<file path="src/rtl/pong_pkg.sv">
// Shared geometry defaults, game state encoding and the saturating step helper
// used by the pong game-state engine and its paddle sub-blocks.
package pong_pkg;

  localparam int DEF_H_ACTIVE     = 640;
  localparam int DEF_V_ACTIVE     = 480;
  localparam int DEF_PADDLE_W     = 8;
  localparam int DEF_PADDLE_H     = 64;
  localparam int DEF_BALL_SIZE    = 8;
  localparam int DEF_PAD_L_X      = 16;
  localparam int DEF_PAD_R_X      = 616;
  localparam int DEF_PADDLE_STEP  = 4;
  localparam int DEF_BALL_STEP    = 2;
  localparam int DEF_SERVE_FRAMES = 60;
  localparam int DEF_WIN_SCORE    = 9;

  typedef enum logic [1:0] {
    ST_SERVE = 2'd0,
    ST_PLAY  = 2'd1,
    ST_POINT = 2'd2,
    ST_OVER  = 2'd3
  } state_e;

  // Moves a 10-bit position by step toward 0 (up) or toward max_pos (down),
  // stopping exactly at the limit instead of wrapping.
  function automatic logic [9:0] sat_move(
    input logic [9:0] pos,
    input logic [9:0] step,
    input logic       up,
    input logic [9:0] max_pos
  );
    logic [10:0] sum;
    sum = {1'b0, pos} + {1'b0, step};
    if (up) begin
      return (pos >= step) ? (pos - step) : 10'd0;
    end
    return (sum >= {1'b0, max_pos}) ? max_pos : sum[9:0];
  endfunction

endpackage

</file>
<file path="src/rtl/pong_paddle.sv">
// One paddle's vertical position register; moves once per frame tick from
// its two buttons, saturating at the top and bottom of the playfield.
module pong_paddle
  import pong_pkg::*;
#(
  parameter int STEP   = DEF_PADDLE_STEP,
  parameter int MAX_Y  = DEF_V_ACTIVE - DEF_PADDLE_H,
  parameter int INIT_Y = (DEF_V_ACTIVE - DEF_PADDLE_H) / 2
) (
  input  logic       clk,
  input  logic       reset,
  input  logic       tick,
  input  logic       up,
  input  logic       dn,
  input  logic       freeze,
  output logic [9:0] y
);

  // NOTE: state updates use non-blocking assignment so every register in the
  // design samples pre-edge values, independent of block ordering.
  always_ff @(posedge clk) begin
    if (reset) begin
      y <= 10'(INIT_Y);
    end else if (tick && !freeze && (up ^ dn)) begin
      y <= sat_move(y, 10'(STEP), up, 10'(MAX_Y));
    end
  end

endmodule

</file>
<file path="src/rtl/pong_game.sv">
// Pong game-state engine: once per frame (first blanking line) advances the
// ball, both paddles, the scores and the SERVE/PLAY/POINT/OVER sequence.
module pong_game
  import pong_pkg::*;
#(
  parameter int H_ACTIVE     = DEF_H_ACTIVE,
  parameter int V_ACTIVE     = DEF_V_ACTIVE,
  parameter int PADDLE_W     = DEF_PADDLE_W,
  parameter int PADDLE_H     = DEF_PADDLE_H,
  parameter int BALL_SIZE    = DEF_BALL_SIZE,
  parameter int PAD_L_X      = DEF_PAD_L_X,
  parameter int PAD_R_X      = DEF_PAD_R_X,
  parameter int PADDLE_STEP  = DEF_PADDLE_STEP,
  parameter int BALL_STEP    = DEF_BALL_STEP,
  parameter int SERVE_FRAMES = DEF_SERVE_FRAMES,
  parameter int WIN_SCORE    = DEF_WIN_SCORE
) (
  input  logic       clk,
  input  logic       reset,
  input  logic [9:0] hcount,
  input  logic [9:0] vcount,
  input  logic       up_l,
  input  logic       dn_l,
  input  logic       up_r,
  input  logic       dn_r,
  output logic [9:0] ball_x,
  output logic [9:0] ball_y,
  output logic [9:0] pad_l_y,
  output logic [9:0] pad_r_y,
  output logic [3:0] score_l,
  output logic [3:0] score_r,
  output logic       serving,
  output logic       game_over
);

  localparam int CNT_W = (SERVE_FRAMES > 1) ? $clog2(SERVE_FRAMES) : 1;

  localparam logic [9:0] CENTRE_X = 10'(H_ACTIVE / 2 - BALL_SIZE / 2);
  localparam logic [9:0] CENTRE_Y = 10'(V_ACTIVE / 2 - BALL_SIZE / 2);
  localparam logic [9:0] PAD_INIT = 10'((V_ACTIVE - PADDLE_H) / 2);

  // Signed 11-bit copies of the geometry so next-position compares see underflow.
  localparam logic signed [10:0] STEP_S  = 11'(BALL_STEP);
  localparam logic signed [10:0] SIZE_S  = 11'(BALL_SIZE);
  localparam logic signed [10:0] Y_MAX_S = 11'(V_ACTIVE - BALL_SIZE);
  localparam logic signed [10:0] X_MAX_S = 11'(H_ACTIVE - BALL_SIZE);
  localparam logic signed [10:0] L_X_S   = 11'(PAD_L_X);
  localparam logic signed [10:0] L_FACE_S = 11'(PAD_L_X + PADDLE_W);
  localparam logic signed [10:0] R_X_S   = 11'(PAD_R_X);
  localparam logic signed [10:0] R_END_S = 11'(PAD_R_X + PADDLE_W);

  localparam logic [9:0] Y_MAX   = 10'(V_ACTIVE - BALL_SIZE);
  localparam logic [9:0] X_MAX   = 10'(H_ACTIVE - BALL_SIZE);
  localparam logic [9:0] L_FACE  = 10'(PAD_L_X + PADDLE_W);
  localparam logic [9:0] R_STOP  = 10'(PAD_R_X - BALL_SIZE);
  localparam logic [3:0] WIN     = 4'(WIN_SCORE);

  state_e             state;
  logic [CNT_W-1:0]   serve_cnt;
  logic               dx_pos;
  logic               dy_pos;
  logic               point_to_r;

  logic               tick;
  logic               frozen;
  logic signed [10:0] nx;
  logic signed [10:0] ny;
  logic               ov_l;
  logic               ov_r;
  logic               hit_l;
  logic               hit_r;
  logic               miss_l;
  logic               miss_r;

  assign tick      = (hcount == 10'd0) && (vcount == 10'(V_ACTIVE));
  assign frozen    = (state == ST_OVER);
  assign serving   = (state == ST_SERVE);
  assign game_over = (state == ST_OVER);

  pong_paddle #(
    .STEP   (PADDLE_STEP),
    .MAX_Y  (V_ACTIVE - PADDLE_H),
    .INIT_Y ((V_ACTIVE - PADDLE_H) / 2)
  ) u_pad_l (
    .clk    (clk),
    .reset  (reset),
    .tick   (tick),
    .up     (up_l),
    .dn     (dn_l),
    .freeze (frozen),
    .y      (pad_l_y)
  );

  pong_paddle #(
    .STEP   (PADDLE_STEP),
    .MAX_Y  (V_ACTIVE - PADDLE_H),
    .INIT_Y ((V_ACTIVE - PADDLE_H) / 2)
  ) u_pad_r (
    .clk    (clk),
    .reset  (reset),
    .tick   (tick),
    .up     (up_r),
    .dn     (dn_r),
    .freeze (frozen),
    .y      (pad_r_y)
  );

  // Collision tests use the paddle positions as they stand before this tick.
  always_comb begin
    nx     = dx_pos ? ($signed({1'b0, ball_x}) + STEP_S) : ($signed({1'b0, ball_x}) - STEP_S);
    ny     = dy_pos ? ($signed({1'b0, ball_y}) + STEP_S) : ($signed({1'b0, ball_y}) - STEP_S);
    ov_l   = (({1'b0, ball_y} + 11'(BALL_SIZE)) > {1'b0, pad_l_y}) &&
             ({1'b0, ball_y} < ({1'b0, pad_l_y} + 11'(PADDLE_H)));
    ov_r   = (({1'b0, ball_y} + 11'(BALL_SIZE)) > {1'b0, pad_r_y}) &&
             ({1'b0, ball_y} < ({1'b0, pad_r_y} + 11'(PADDLE_H)));
    hit_l  = !dx_pos && (nx <= L_FACE_S) && ((nx + SIZE_S) > L_X_S) && ov_l;
    hit_r  = dx_pos && ((nx + SIZE_S) >= R_X_S) && (nx < R_END_S) && ov_r;
    miss_l = (nx <= 11'sd0);
    miss_r = (nx >= X_MAX_S);
  end

  always_ff @(posedge clk) begin
    if (reset) begin
      state      <= ST_SERVE;
      serve_cnt  <= '0;
      ball_x     <= CENTRE_X;
      ball_y     <= CENTRE_Y;
      dx_pos     <= 1'b1;
      dy_pos     <= 1'b1;
      score_l    <= 4'd0;
      score_r    <= 4'd0;
      point_to_r <= 1'b0;
    end else if (tick) begin
      unique case (state)
        ST_SERVE: begin
          if (serve_cnt == CNT_W'(SERVE_FRAMES - 1)) begin
            serve_cnt <= '0;
            state     <= ST_PLAY;
          end else begin
            serve_cnt <= serve_cnt + 1'b1;
          end
        end

        ST_PLAY: begin
          if (ny <= 11'sd0) begin
            ball_y <= 10'd0;
            dy_pos <= 1'b1;
          end else if (ny >= Y_MAX_S) begin
            ball_y <= Y_MAX;
            dy_pos <= 1'b0;
          end else begin
            ball_y <= ny[9:0];
          end

          // Paddle hits outrank misses; a missed ball parks at the screen edge.
          if (hit_l) begin
            ball_x <= L_FACE;
            dx_pos <= 1'b1;
          end else if (hit_r) begin
            ball_x <= R_STOP;
            dx_pos <= 1'b0;
          end else if (miss_l) begin
            ball_x     <= 10'd0;
            score_r    <= score_r + 4'd1;
            point_to_r <= 1'b1;
            state      <= ST_POINT;
          end else if (miss_r) begin
            ball_x     <= X_MAX;
            score_l    <= score_l + 4'd1;
            point_to_r <= 1'b0;
            state      <= ST_POINT;
          end else begin
            ball_x <= nx[9:0];
          end
        end

        ST_POINT: begin
          if ((score_l == WIN) || (score_r == WIN)) begin
            state <= ST_OVER;
          end else begin
            ball_x <= CENTRE_X;
            ball_y <= CENTRE_Y;
            dx_pos <= !point_to_r;
            state  <= ST_SERVE;
          end
        end

        ST_OVER: begin
          state <= ST_OVER;
        end
      endcase
    end
  end

endmodule

</file>
<file path="config.mk">
export PLATFORM = sky130hd
export DESIGN_NAME = pong_game
export DESIGN_NICKNAME = d
export VERILOG_FILES = /design/src/rtl/pong_pkg.sv /design/src/rtl/pong_paddle.sv /design/src/rtl/pong_game.sv
export SDC_FILE = /design/constraint.sdc
export NUM_CORES = 1
export LEC_CHECK = 0
export CAP_MARGIN = 20
export CORE_UTILIZATION = 60
export DETAILED_ROUTE_END_ITERATION = 12
export PLACE_DENSITY_LB_ADDON = 0.08
export SYNTH_ARGS = -nofsm -noshare
export SYNTH_HDL_FRONTEND = slang
export SYNTH_SLANG_ARGS = --single-unit
</file>
<file path="constraint.sdc">
create_clock -name clk -period 11 [get_ports clk]
set_input_delay 2.2 -clock clk [delete_from_list [all_inputs] [get_ports clk]]
set_output_delay 2.2 -clock clk [all_outputs]
set_load 0.005 [all_outputs]
</file>
# [After elaboration in Yosys (flattened, before gate mapping)]
# Cells that the tools add are included.
[word_totals] in_bits=26 elab_cells=131 reg_bits=59 output_inout_bits=50
[op_classes] reduce_logical=29 eq_ne=13 muxes=42 magnitude_cmp=16 n_bitwise=5 n_addsub=15
[ops] op="10-bit 2-to-1 mux" count=16
[ops] op="10-bit one-hot mux with 2 select lines" count=2
[ops] op="10-bit by 2-bit adder with 11-bit output (second input constant)" count=2
[ops] op="10-bit by 3-bit adder with 11-bit output (second input constant)" count=2
[ops] op="10-bit by 7-bit adder with 11-bit output (second input constant)" count=2
[ops] op="11-bit greater-or-equal comparator (second input constant)" count=2
[ops] op="11-bit by 9-bit greater-or-equal comparator with 1-bit output (second input constant)" count=2
[ops] op="11-bit by 10-bit greater-than comparator with 1-bit output" count=2
[ops] op="11-bit by 1-bit <= comparator with 1-bit output (second input constant)" count=2
[ops] op="10-bit by 11-bit less-than comparator with 1-bit output" count=2
[ops] op="11-bit 2-to-1 mux" count=2
[ops] op="10-bit by 2-bit subtractor with 11-bit output (second input constant)" count=2
[ops] op="10-bit by 3-bit greater-or-equal comparator with 1-bit output (second input constant)" count=2
[ops] op="10-bit by 3-bit subtractor with 10-bit output (second input constant)" count=2
[ops] op="5-bit AND reduction" count=3
[ops] op="1-bit 2-to-1 mux" count=13
[ops] op="1-bit logical AND" count=12
[ops] op="2-bit 2-to-1 mux" count=6
[ops] op="10-bit by 4-bit adder with 11-bit output (second input constant)" count=1
[ops] op="11-bit by 5-bit adder with 11-bit output (second input constant)" count=1
[ops] op="11-bit by 10-bit greater-or-equal comparator with 1-bit output (second input constant)" count=1
[ops] op="11-bit by 6-bit greater-than comparator with 1-bit output (second input constant)" count=1
[ops] op="11-bit by 6-bit <= comparator with 1-bit output (second input constant)" count=1
[ops] op="11-bit less-than comparator (second input constant)" count=1
[ops] op="24 further kinds" count=38

# [Longest topological paths before layout]
# Gate-level depths: netlist (run 1).
[depth] depth_word=10 ltp_mapped=15 ltp_nobuf=14

# [By module]
# A second synthesis (run 1) with hierarchy kept.
[unflattened] cells_unflattened=731 hier_area_um2=5919.4
[by_module_without_submodules] module="pong_game" n_inst=1 seq_area_each_um2=740.7 cells_each=509 area_each_um2=4137.7
[by_module_without_submodules] module="pong_paddle" n_inst=2 seq_area_each_um2=160.2 cells_each=111 area_each_um2=890.9

# [Worst setup path after synthesis (run 1)]
# OpenSTA, ideal clock, no wires.
[synth_path] path_type="input to register" startpoint="input port hcount[6]" endpoint="register u_pad_l.y[6]" path_stages=8 path_slack_ns=6.795 arrival_ns=4.086 required_ns=10.880 setup_time_ns=0.120 path_buffers=1 path_cell_list="nor4b_1 -> nand2_1 -> nor3_1 -> nand2b_1 -> or2_2 -> clkbuf_1 -> a211o_1 -> a211o_1"
[synth_between] elab_chain_len=4
[synth_rtl] element="start: declaration" line_no="pong_game.sv:20" source="input logic [9:0] hcount,"
[synth_rtl] element="10-bit zero test" line_no="pong_game.sv:75" source="assign tick = (hcount == 10'd0) && (vcount == 10'(V_ACTIVE));"
[synth_rtl] element="1-bit logical AND" line_no="pong_game.sv:75"
[synth_rtl] element="1-bit logical AND (2 in series)" line_no="pong_paddle.sv:24" source="end else if (tick && !freeze && (up ^ dn)) begin"
[synth_rtl] element="end signal: assignment" line_no="pong_paddle.sv:23" source="y <= 10'(INIT_Y);"
[synth_rtl] element="end signal: assignment" line_no="pong_paddle.sv:25" source="y <= sat_move(y, 10'(STEP), up, 10'(MAX_Y));"
[synth_rtl] element="end: declaration" line_no="pong_paddle.sv:16" source="output logic [9:0] y"
# No other way between the ends.
# A chain may end at the register's enable or synchronous reset.

# [Final worst setup path (run 1)]
[layout_path] startpoint="input port hcount[6]" endpoint="register u_pad_r.y[7]"
[layout_between] elab_chain_len=4
[layout_rtl] element="10-bit zero test" line_no="pong_game.sv:75"
[layout_rtl] element="1-bit logical AND" line_no="pong_game.sv:75"
[layout_rtl] element="1-bit logical AND (2 in series)" line_no="pong_paddle.sv:24"
[layout_rtl] element="end signal: assignment" line_no="pong_paddle.sv:23"
[layout_rtl] element="end signal: assignment" line_no="pong_paddle.sv:25"
[layout_rtl] element="end: declaration" line_no="pong_paddle.sv:16"
# No other way between the ends.

==> results.sh, run 1 <==
export IMPL_status="completed"
export IMPL_clk_pin_slew_ns=0.12
export IMPL_cts_path_max_buffers=2
export IMPL_drv_slew=0
export IMPL_cts_setup_buffers=0
export IMPL_track_usage=0.314
export IMPL_synth_seq_cells=53
export IMPL_grt_pass1_wl_um=22800
export IMPL_grt_antenna_before_repair=0
export IMPL_synth_area_leaders="dfxtp_1, ha_1, a21oi_1"
export IMPL_synth_largest_area_cell="dfxtp_1"
export IMPL_wl_per_cell_um=16.6
export IMPL_async_reset_ff_frac=0
export IMPL_powerDensity_nw_per_um2=55.6
export IMPL_drt_iter0_drc=264
export IMPL_place_ws_ns=5.81
export IMPL_layout_drive_gt1_share=0.0315
export IMPL_clock_sinks=53
export IMPL_areaGrowthSynthToFinish_pct=14.8
export IMPL_min_period_ns=4.86
export IMPL_path_class="in -> reg"
export IMPL_finalNetCount=827
export IMPL_dieArea_um2=9090
export IMPL_drt_first_pass_iters=5
export IMPL_synthCells=681
export IMPL_drv_cap=0
export IMPL_leakage_nw=2.46
export IMPL_n_antenna_cell=0
export IMPL_peakVddDrop_v=0.0000484
export IMPL_core_region_area_um2=8340
export IMPL_grt_pass1_vias=5054
export IMPL_die_y_um=95.3
export IMPL_viasPerCell=6.31
export IMPL_hold_viol_final=0
export IMPL_portBuffers=69
export IMPL_drc_errors=0
export IMPL_critPathRequiredTime_ns=11.21
export IMPL_wl_um=13800
export IMPL_layout_commonest_cell="ha_1"
export IMPL_syn_area_per_cell_um2=7.67
export IMPL_ys_warn_count=0
export IMPL_start_util=0.627
export IMPL_cts_buffers_inserted=5
export IMPL_synth_edf_count=0
export IMPL_critPathMaxFanout=16
export IMPL_crit_arrival_ns=5.07
export IMPL_grt_overflow=0
export IMPL_via_count=5267
export IMPL_setup_viol=0
export IMPL_end_kind="register"
export IMPL_dpl_hpwl_um=10400
export IMPL_synth_flop_cell="dfxtp_1"
export IMPL_final_cell_mix="ha_1, clkdlybuf4s50_1, nor2_1"
export IMPL_grt_max_degree=37
export IMPL_post_cts_resized=0
export IMPL_relSlewSlack=0.389
export IMPL_setup_slack_ns=6.14
export IMPL_worst_slew_pin_slew_ns=0.913
export IMPL_rsz0062_at_grt="false"
export IMPL_clock_skew_ns=0.0151
export IMPL_synth_distinct_cells=71
export IMPL_synth_top_area_share=0.203
export IMPL_whs_ns=0.500
export IMPL_h_tree_depth=2
export IMPL_start_kind="input pin"
export IMPL_insertion_delay_ns=0.33
export IMPL_die_w_um=95.3
export IMPL_p_total_mw=0.334
export IMPL_synth_area_um2=5230
export IMPL_gp_congestion=0.895
export IMPL_fmax_mhz=206
export IMPL_rows=33
export IMPL_yosysSeqAreaShare=0.203
export IMPL_cts_hold_buf=0
export IMPL_io_pins=76
export IMPL_hold_path_class="reg -> reg"
export IMPL_drtAntennaViolNets=0
export IMPL_post_route_period_util=0.441
export IMPL_cts_root_buf="clkbuf_8"
export IMPL_cts_tree="done"
export IMPL_tns_ns=0
==> stage by stage <==
| step | cells | area (um^2) | utilization |
|---|---|---|---|
| after detailed placement | 827 | 5910 | 0.708 |
| after global placement | 827 | 5910 | 0.708 |
| after global routing | 835 | 6000 | 0.720 |
| after CTS | 835 | 6000 | 0.720 |
| after floorplan | 686 | 5250 | - |
| final | 835 | 6000 | 0.720 |
==> cell type report <==
class	count	area [um^2]
Clock buffer	5	68.8
Clock inverter	3	25.0
Fill cell	702	2340
Inverter	41	154
Multi-Input combinational cell	558	3860
Sequential cell	53	1060
Tap cell	105	131
Timing Repair Buffer	70	698
==> flip-flops by register name (all words and copies together), names as in the netlist <==
name,count
score_r,4
dx_pos,1
ball_x,9
point_to_r,1
serve_cnt,6
dy_pos,1
ball_y,9
score_l,4
u_pad_r.y,8
state,2
u_pad_l.y,8
==> metal layers <==
metal	share of wire	global-route usage
met5	0	0
met4	0.030	0.141
met3	0.047	0.0375
met2	0.49	0.565
met1	0.43	0.370
==> where the power goes <==
| part | total, mW | switching, mW | internal [mW] |
|---|---|---|---|
| sequential | 0.192 | 0.0000000949 | 0.192 |
| combinational | 0.0211 | 0.0105 | 0.0107 |
| clock | 0.121 | 0.0745 | 0.0462 |
| total | 0.334 | 0.0850 | 0.249 |
==> worst paths after layout <==
kind | startpoint | endpoint | slack [ns] | cells past startpoint
max reg2reg | dx_pos | score_r[1] | 6.69 | 13
max | hcount[6] | u_pad_r.y[7] | 6.14 | 8
min reg2reg | serve_cnt[5] | serve_cnt[5] | 0.50 | 2
min | serve_cnt[5] | serve_cnt[5] | 0.50 | 2
==> kinds of logic (layout without fill, tap and decap cells) <==
kind of cell | Yosys count | after routing | synth area share
AO/OA/AOI/OAI | 192 | 192 | 0.249
adder cells (fa/ha/maj) | 72 | 72 | 0.175
AND/OR/NAND/NOR | 245 | 245 | 0.237
flip-flops | 53 | 53 | 0.203
other | 1 | 6 | 0.000718
multiplexers | 6 | 6 | 0.0117
buffers and inverters | 75 | 119 | 0.0613
XOR/XNOR | 37 | 37 | 0.0620
==> critical path, cell delays in order <==
cell             delay, ns
clkdlybuf4s50_1       0.40
nor4b_1               0.28
nand2_1               0.09
nor3_1                0.50
nand2b_1              0.27
nor2_1                0.77
o21ai_0               0.22
a221o_1               0.34
==> Yosys cell counts, drive strengths merged (3+ instances only) <==
cell type / instances
o221ai: 3
buf: 9
a32oi: 3
ha: 70
nand2b: 11
xnor2: 21
o22ai: 6
a21o: 14
o211ai: 5
a221o: 5
nor3: 16
nand4: 15
and3: 15
nand2: 46
a31oi: 8
nor2b: 3
a21oi: 49
nor4: 12
a22o: 3
a311oi: 5
dfxtp: 53
or2: 9
nor2: 62
a211o: 4
o31ai: 3
o21ai: 41
or3: 4
inv: 41
a22oi: 5
and4: 3
mux2i: 5
xor2: 16
a211oi: 9
nand3: 30
and2: 9
nand4b: 3
clkbuf: 25
o31a: 5
o21a: 6
(Power assumes the default switching activity.)
==> run 2, diff against run 1 <==
- CORE_UTILIZATION: 60 -> 51
- clock period: 11 -> 4.4 ns (I/O delays scaled with it)
==> run 2 against run 1 <==
Against the previous run:
- highest routed layer unchanged
- largest cell class unchanged
- via count fell by 1.8%
- critical path type is now reg -> reg
- worst hold slack got worse by 0.014 ns
- worst setup slack got worse by 5.8 ns
- non-clock buffer count rose by 2
==> results.sh, run 2 (synthesis gave the netlist of run 1 again) <==
export IMPL_fin_area_um2=6080
export IMPL_holdPathEnd="serve_cnt[1]"
export IMPL_fillers=893
export IMPL_die_y_um=103
export IMPL_drt_iter0_drc=196
export IMPL_die_w_um=103
export IMPL_post_cts_resized=0
export IMPL_clock_sinks=53
export IMPL_drv_slew=0
export IMPL_top_regs="ball_x: 9 flops, ball_y: 9 flops"
export IMPL_grt_pass1_wl_um=22800
export IMPL_cts_path_max_buffers=2
export IMPL_critPathMaxFanout=13
export IMPL_relSlewSlack=0.384
export IMPL_worst_slew_pin_slew_ns=0.917
export IMPL_areaGrowthSynthToFinish_pct=16.3
export IMPL_portBuffers=69
export IMPL_viasPerCell=5.98
export IMPL_setup_viol=0
export IMPL_tns_ns=0
export IMPL_start_kind="register"
export IMPL_fmax_mhz=249
export IMPL_cts_setup_buffers=0
export IMPL_grt_max_degree=24
export IMPL_hold_path_class="reg -> reg"
export IMPL_via_count=5173
export IMPL_insertion_delay_ns=0.32
export IMPL_wl_per_cell_um=15.7
export IMPL_place_area_um2=5960
export IMPL_rows=36
export IMPL_timing_rr_end="score_r[1]"
export IMPL_layout_commonest_cell="ha_1"
export IMPL_io_pins=76
export IMPL_min_period_ns=4.01
export IMPL_rsz0062_at_grt="false"
export IMPL_hold_depth=2
export IMPL_leakage_nw=2.48
export IMPL_clock_skew_ns=0.0192
export IMPL_end_kind="register"
export IMPL_dpl_hpwl_um=10600
export IMPL_start_util=0.530
export IMPL_rr_worst_depth=12
export IMPL_regArea_um2=1060
export IMPL_multi_input_area_um2=3860
export IMPL_clk_pin_slew_ns=0.11
export IMPL_path_class="reg -> reg"
export IMPL_dieArea_um2=10700
export IMPL_cts_buffers_inserted=5
export IMPL_crit_arrival_ns=4.24
export IMPL_drv_cap=0
export IMPL_grt_overflow=0
export IMPL_h_tree_depth=2
export IMPL_finalNetCount=829
export IMPL_n_antenna_cell=0
export IMPL_grt_pass1_vias=4850
export IMPL_r2r_start="dx_pos"
export IMPL_powerDensity_nw_per_um2=146
export IMPL_status="completed"
export IMPL_post_route_period_util=0.912
export IMPL_core_region_area_um2=9860
export IMPL_gp_congestion=0.975
export IMPL_drt_first_pass_iters=6
export IMPL_cts_root_buf="clkbuf_8"
export IMPL_hold_viol_final=0
export IMPL_critPathRequiredTime_ns=4.63
export IMPL_wl_um=13600
export IMPL_drtAntennaViolNets=0
export IMPL_final_cell_mix="ha_1, clkdlybuf4s50_1, nor2_1"
export IMPL_hp_start="serve_cnt[1]"
export IMPL_cts_hold_buf=0
export IMPL_drc_errors=0
export IMPL_track_usage=0.268
export IMPL_grt_antenna_before_repair=0
export IMPL_peakVddDrop_v=0.000120
export IMPL_layout_drive_gt1_share=0.0342
export IMPL_cts_tree="done"
export IMPL_reg2reg_setup_slack_ns=0.39
-- run 2: routing by layer --
metal  vias to the layer above  wire length, um  global-route usage
li1                       2599                -                   -
met1                      2409             6330               0.347
met2                       144             6480               0.472
met3                        21              536              0.0289
met4                         0              244              0.0769
met5                         -                0                   0
-- run 2: cell type report --
class,instances,area share
multi-input cells,558,0.636
flip-flops and latches,53,0.175
repair buffers,72,0.117
well taps,133,0.0274
inverters,41,0.0253
clock buffers,6,0.0136
clock inverters,2,0.00618
-- run 2: how the worst max path moves through the flow --
stage	startpoint	endpoint	slack, ns	cells past startpoint
floorplan	dx_pos	ball_x[8]	0.93	12
global placement	dx_pos	score_r[1]	0.57	12
CTS	dx_pos	score_r[1]	0.42	12
detailed placement	dx_pos	score_r[1]	0.43	12
global route	dx_pos	score_r[1]	0.09	13
finish	dx_pos	score_r[1]	0.39	12
-- run 2: stage by stage --
stage | utilization | cells | setup slack [ns] | total power, mW | hold WS, ns
global placement | 0.604 | 857 | 0.573 | 0.541 | 0.463
CTS | 0.616 | 865 | 0.417 | 0.899 | 0.489
finish | 0.616 | 865 | 0.385 | 0.890 | 0.486
global route | 0.616 | 865 | 0.0915 | 0.917 | 0.507
floorplan | - | 686 | 0.934 | 0.518 | 0.449
detailed placement | 0.604 | 857 | 0.431 | 0.542 | 0.473
-- run 2: worst max-delay path: stages, from the launching register on --
cell,delay (ns)
dfxtp_1,0.36
inv_1,0.33
ha_1,0.33
a211o_1,0.35
a41o_4,0.30
or4b_1,0.48
and4_1,0.23
a31o_1,0.20
nor3b_1,0.13
o2111ai_2,0.56
and2_1,0.33
a21oi_1,0.11
a311oi_2,0.23
-- run 2: power by group --
group | internal [mW] | total, mW | switching, mW
Clock | 0.185 | 0.358 | 0.173
Combinational | 0.0266 | 0.0519 | 0.0253
Sequential | 0.479 | 0.479 | 0.000000232
==> run 3, diff against run 2 <==
- ABC_AREA: default -> 1
- CORE_UTILIZATION: 51 -> 43
==> run 3 against run 2 <==
Against the previous run:
- count of clock-buffer cells in the layout shrank 1
- cell area grew 9.8%
- first-iteration DRC count grew 73%
- via count grew 9.6%
- fmax grew 21%
- register-to-register slack gained 0.70 ns
==> results.sh, run 3 <==
export IMPL_clock_skew_ns=0.00707
export IMPL_layout_drive_gt1_share=0.0530
export IMPL_powerDensity_nw_per_um2=148
export IMPL_synth_flop_cell="dfxtp_1"
export IMPL_end_kind="register"
export IMPL_synth_distinct_cells=50
export IMPL_drt_first_pass_iters=5
export IMPL_drt_iter0_drc=339
export IMPL_critPathRequiredTime_ns=4.59
export IMPL_synth_largest_area_cell="dfxtp_1"
export IMPL_synth_seq_cells=53
export IMPL_grt_max_degree=28
export IMPL_hold_viol_final=0
export IMPL_r2r_start="dx_pos"
export IMPL_p_total_mw=0.991
export IMPL_place_area_um2=6510
export IMPL_cp_top_family="simple AND/OR/NAND/NOR gates"
export IMPL_n_antenna_cell=0
export IMPL_insertion_delay_ns=0.31
export IMPL_crit_slowest_cell="dfxtp_1"
export IMPL_leakage_nw=3.09
export IMPL_rr_worst_depth=20
export IMPL_clk_pin_slew_ns=0.07
export IMPL_drv_cap=0
export IMPL_yosysSeqAreaShare=0.188
export IMPL_via_count=5669
export IMPL_setup_worst_path_end="score_r[0]"
export IMPL_clock_sinks=53
export IMPL_highest_layer="met4"
export IMPL_reg2reg_setup_slack_ns=1.08
export IMPL_met1_length_um=7340
export IMPL_setup_viol=0
export IMPL_rsz0062_at_grt="false"
export IMPL_path_class="reg -> reg"
export IMPL_min_period_ns=3.32
export IMPL_max_stage_delay_ns=0.52
export IMPL_portBuffers=69
export IMPL_grt_pass1_vias=5036
export IMPL_wl_per_cell_um=13.2
export IMPL_cp_depth=20
export IMPL_cts_setup_buffers=0
export IMPL_gp_congestion=0.865
export IMPL_yosys_top_cells_count="nand2_1, inv_1, nor2_1"
export IMPL_synth_area_um2=5650
export IMPL_crit_top_cell="nand2_1"
export IMPL_synth_edf_count=0
export IMPL_die_y_um=117
export IMPL_areaGrowthSynthToFinish_pct=18.0
export IMPL_drtAntennaViolNets=0
export IMPL_h_tree_depth=2
export IMPL_drv_slew=0
export IMPL_top_regs="ball_x: 9 flops, ball_y: 9 flops"
export IMPL_fmax_mhz=301
export IMPL_peakVddDrop_v=0.000115
export IMPL_relSlewSlack=0.533
export IMPL_cts_tree="done"
export IMPL_syn_area_per_cell_um2=6.45
export IMPL_wl_met3_um=700
export IMPL_dieArea_um2=13600
export IMPL_cp_num_buf_inv=4
export IMPL_cts_hold_buf=0
export IMPL_start_util=0.444
export IMPL_layout_commonest_cell="nand2_1"
export IMPL_critPathMaxFanout=7
export IMPL_die_w_um=117
export IMPL_async_reset_ff_frac=0
export IMPL_worst_slew_pin_slew_ns=0.698
export IMPL_io_pins=76
export IMPL_post_route_period_util=0.754
export IMPL_fin_area_um2=6670
export IMPL_yosysMostFrequentCell="nand2_1"
export IMPL_crit_start="dx_pos"
export IMPL_track_usage=0.223
export IMPL_start_kind="register"
export IMPL_drc_errors=0
export IMPL_viasPerCell=5.08
export IMPL_wl_met2_um=6390
export IMPL_cts_root_buf="clkbuf_16"
export IMPL_wl_um=14700
export IMPL_synth_area_leaders="dfxtp_1, ha_1, nand2_1"
export IMPL_cts_buffers_inserted=5
export IMPL_ys_warn_count=0
export IMPL_tns_ns=0
export IMPL_grt_antenna_before_repair=0
export IMPL_rows=41
export IMPL_cts_path_max_buffers=2
export IMPL_timing_rr_end="score_r[0]"
export IMPL_final_cell_mix="nand2_1, inv_1, nor2_1"
export IMPL_grt_overflow=0
export IMPL_hold_path_class="reg -> reg"
export IMPL_crit_arrival_ns=3.51
export IMPL_core_region_area_um2=12700
export IMPL_cp_cell_sequence="inv_1, ha_1, inv_1, nand2_1, nand3_1, nand2_1, inv_1, ha_1, or2_1, nand2_1, nand3_1, nand2_1, nand2_1, nor2_1, nand2_2, nand2_4, inv_2, nand3_2, xor2_1, nor2_1"
export IMPL_synthCells=877
export IMPL_status="completed"
export IMPL_finalNetCount=1042
export IMPL_grt_pass1_wl_um=23900
export IMPL_synth_top_area_share=0.188
export IMPL_dpl_hpwl_um=11700
export IMPL_post_cts_resized=0
-- run 3: cell count changes after synthesis, moves of 8 or more --
cell	delta
o21ai_0	+8
nand2_1	+145
nand3_1	+36
a21oi_1	+17
a21o_1	-11
nand2b_1	-11
xor2_1	+14
inv_1	+78
xnor2_1	-13
nor2_1	+24
and3_1	-13
clkbuf_1	-15
nand2_2	+11
-- run 3: logic make-up after synthesis --
kind of cell / after synthesis / synth area share
XOR/XNOR: 39 / 0.0618
buffers and inverters: 143 / 0.0998
other: 1 / 0.000663
AND/OR/NAND/NOR: 427 / 0.349
flip-flops: 53 / 0.188
adder cells (fa/ha/maj): 72 / 0.162
AO/OA/AOI/OAI: 142 / 0.139
-- run 3: how the worst min path moves through the flow --
| stage | from | end | slack (ns) | cells past startpoint |
|---|---|---|---|---|
| floorplan | dy_pos | dy_pos | 0.45 | 2 |
| global placement | dy_pos | dy_pos | 0.47 | 2 |
| detailed placement | dy_pos | dy_pos | 0.47 | 2 |
| CTS | dy_pos | dy_pos | 0.49 | 2 |
| global route | point_to_r | point_to_r | 0.50 | 2 |
| finish | dy_pos | dy_pos | 0.49 | 2 |
-- run 3: area by class of cell --
class	count	area, um^2
Clock buffer	5	125
Clock inverter	2	35.0
Fill cell	1335	6050
Inverter	125	469
Multi-Input combinational cell	686	4050
Sequential cell	53	1060
Tap cell	172	215
Timing Repair Buffer	73	721
-- run 3: report_power, final --
group | internal, mW | switching [mW] | leakage (nW)
logic | 0.0266 | 0.0278 | 2.58
registers | 0.479 | 0.000000274 | 0.427
clock network | 0.265 | 0.192 | 0.0797
-- run 3: stage by stage --
stage / hold slack, ns / worst slack [ns] / utilization / cells
floorplan: 0.446 / 1.55 / - / 882
global placement: 0.471 / 0.969 / 0.512 / 1109
detailed placement: 0.470 / 1.03 / 0.512 / 1109
CTS: 0.488 / 1.12 / 0.524 / 1116
global route: 0.504 / 0.817 / 0.524 / 1116
finish: 0.485 / 1.08 / 0.524 / 1116
-- run 3: worst min-delay path, cell delays in order, from the launching register on --
cell	delay [ns]
dfxtp_1	0.33
nand2_1	0.05
o211ai_1	0.07
-- run 3: routing by layer --
metal	global-route usage	up-vias
met1	0.302	2481
li1	-	3025
met2	0.366	144
met3	0.0311	19
met4	0.0734	0
met5	0	-
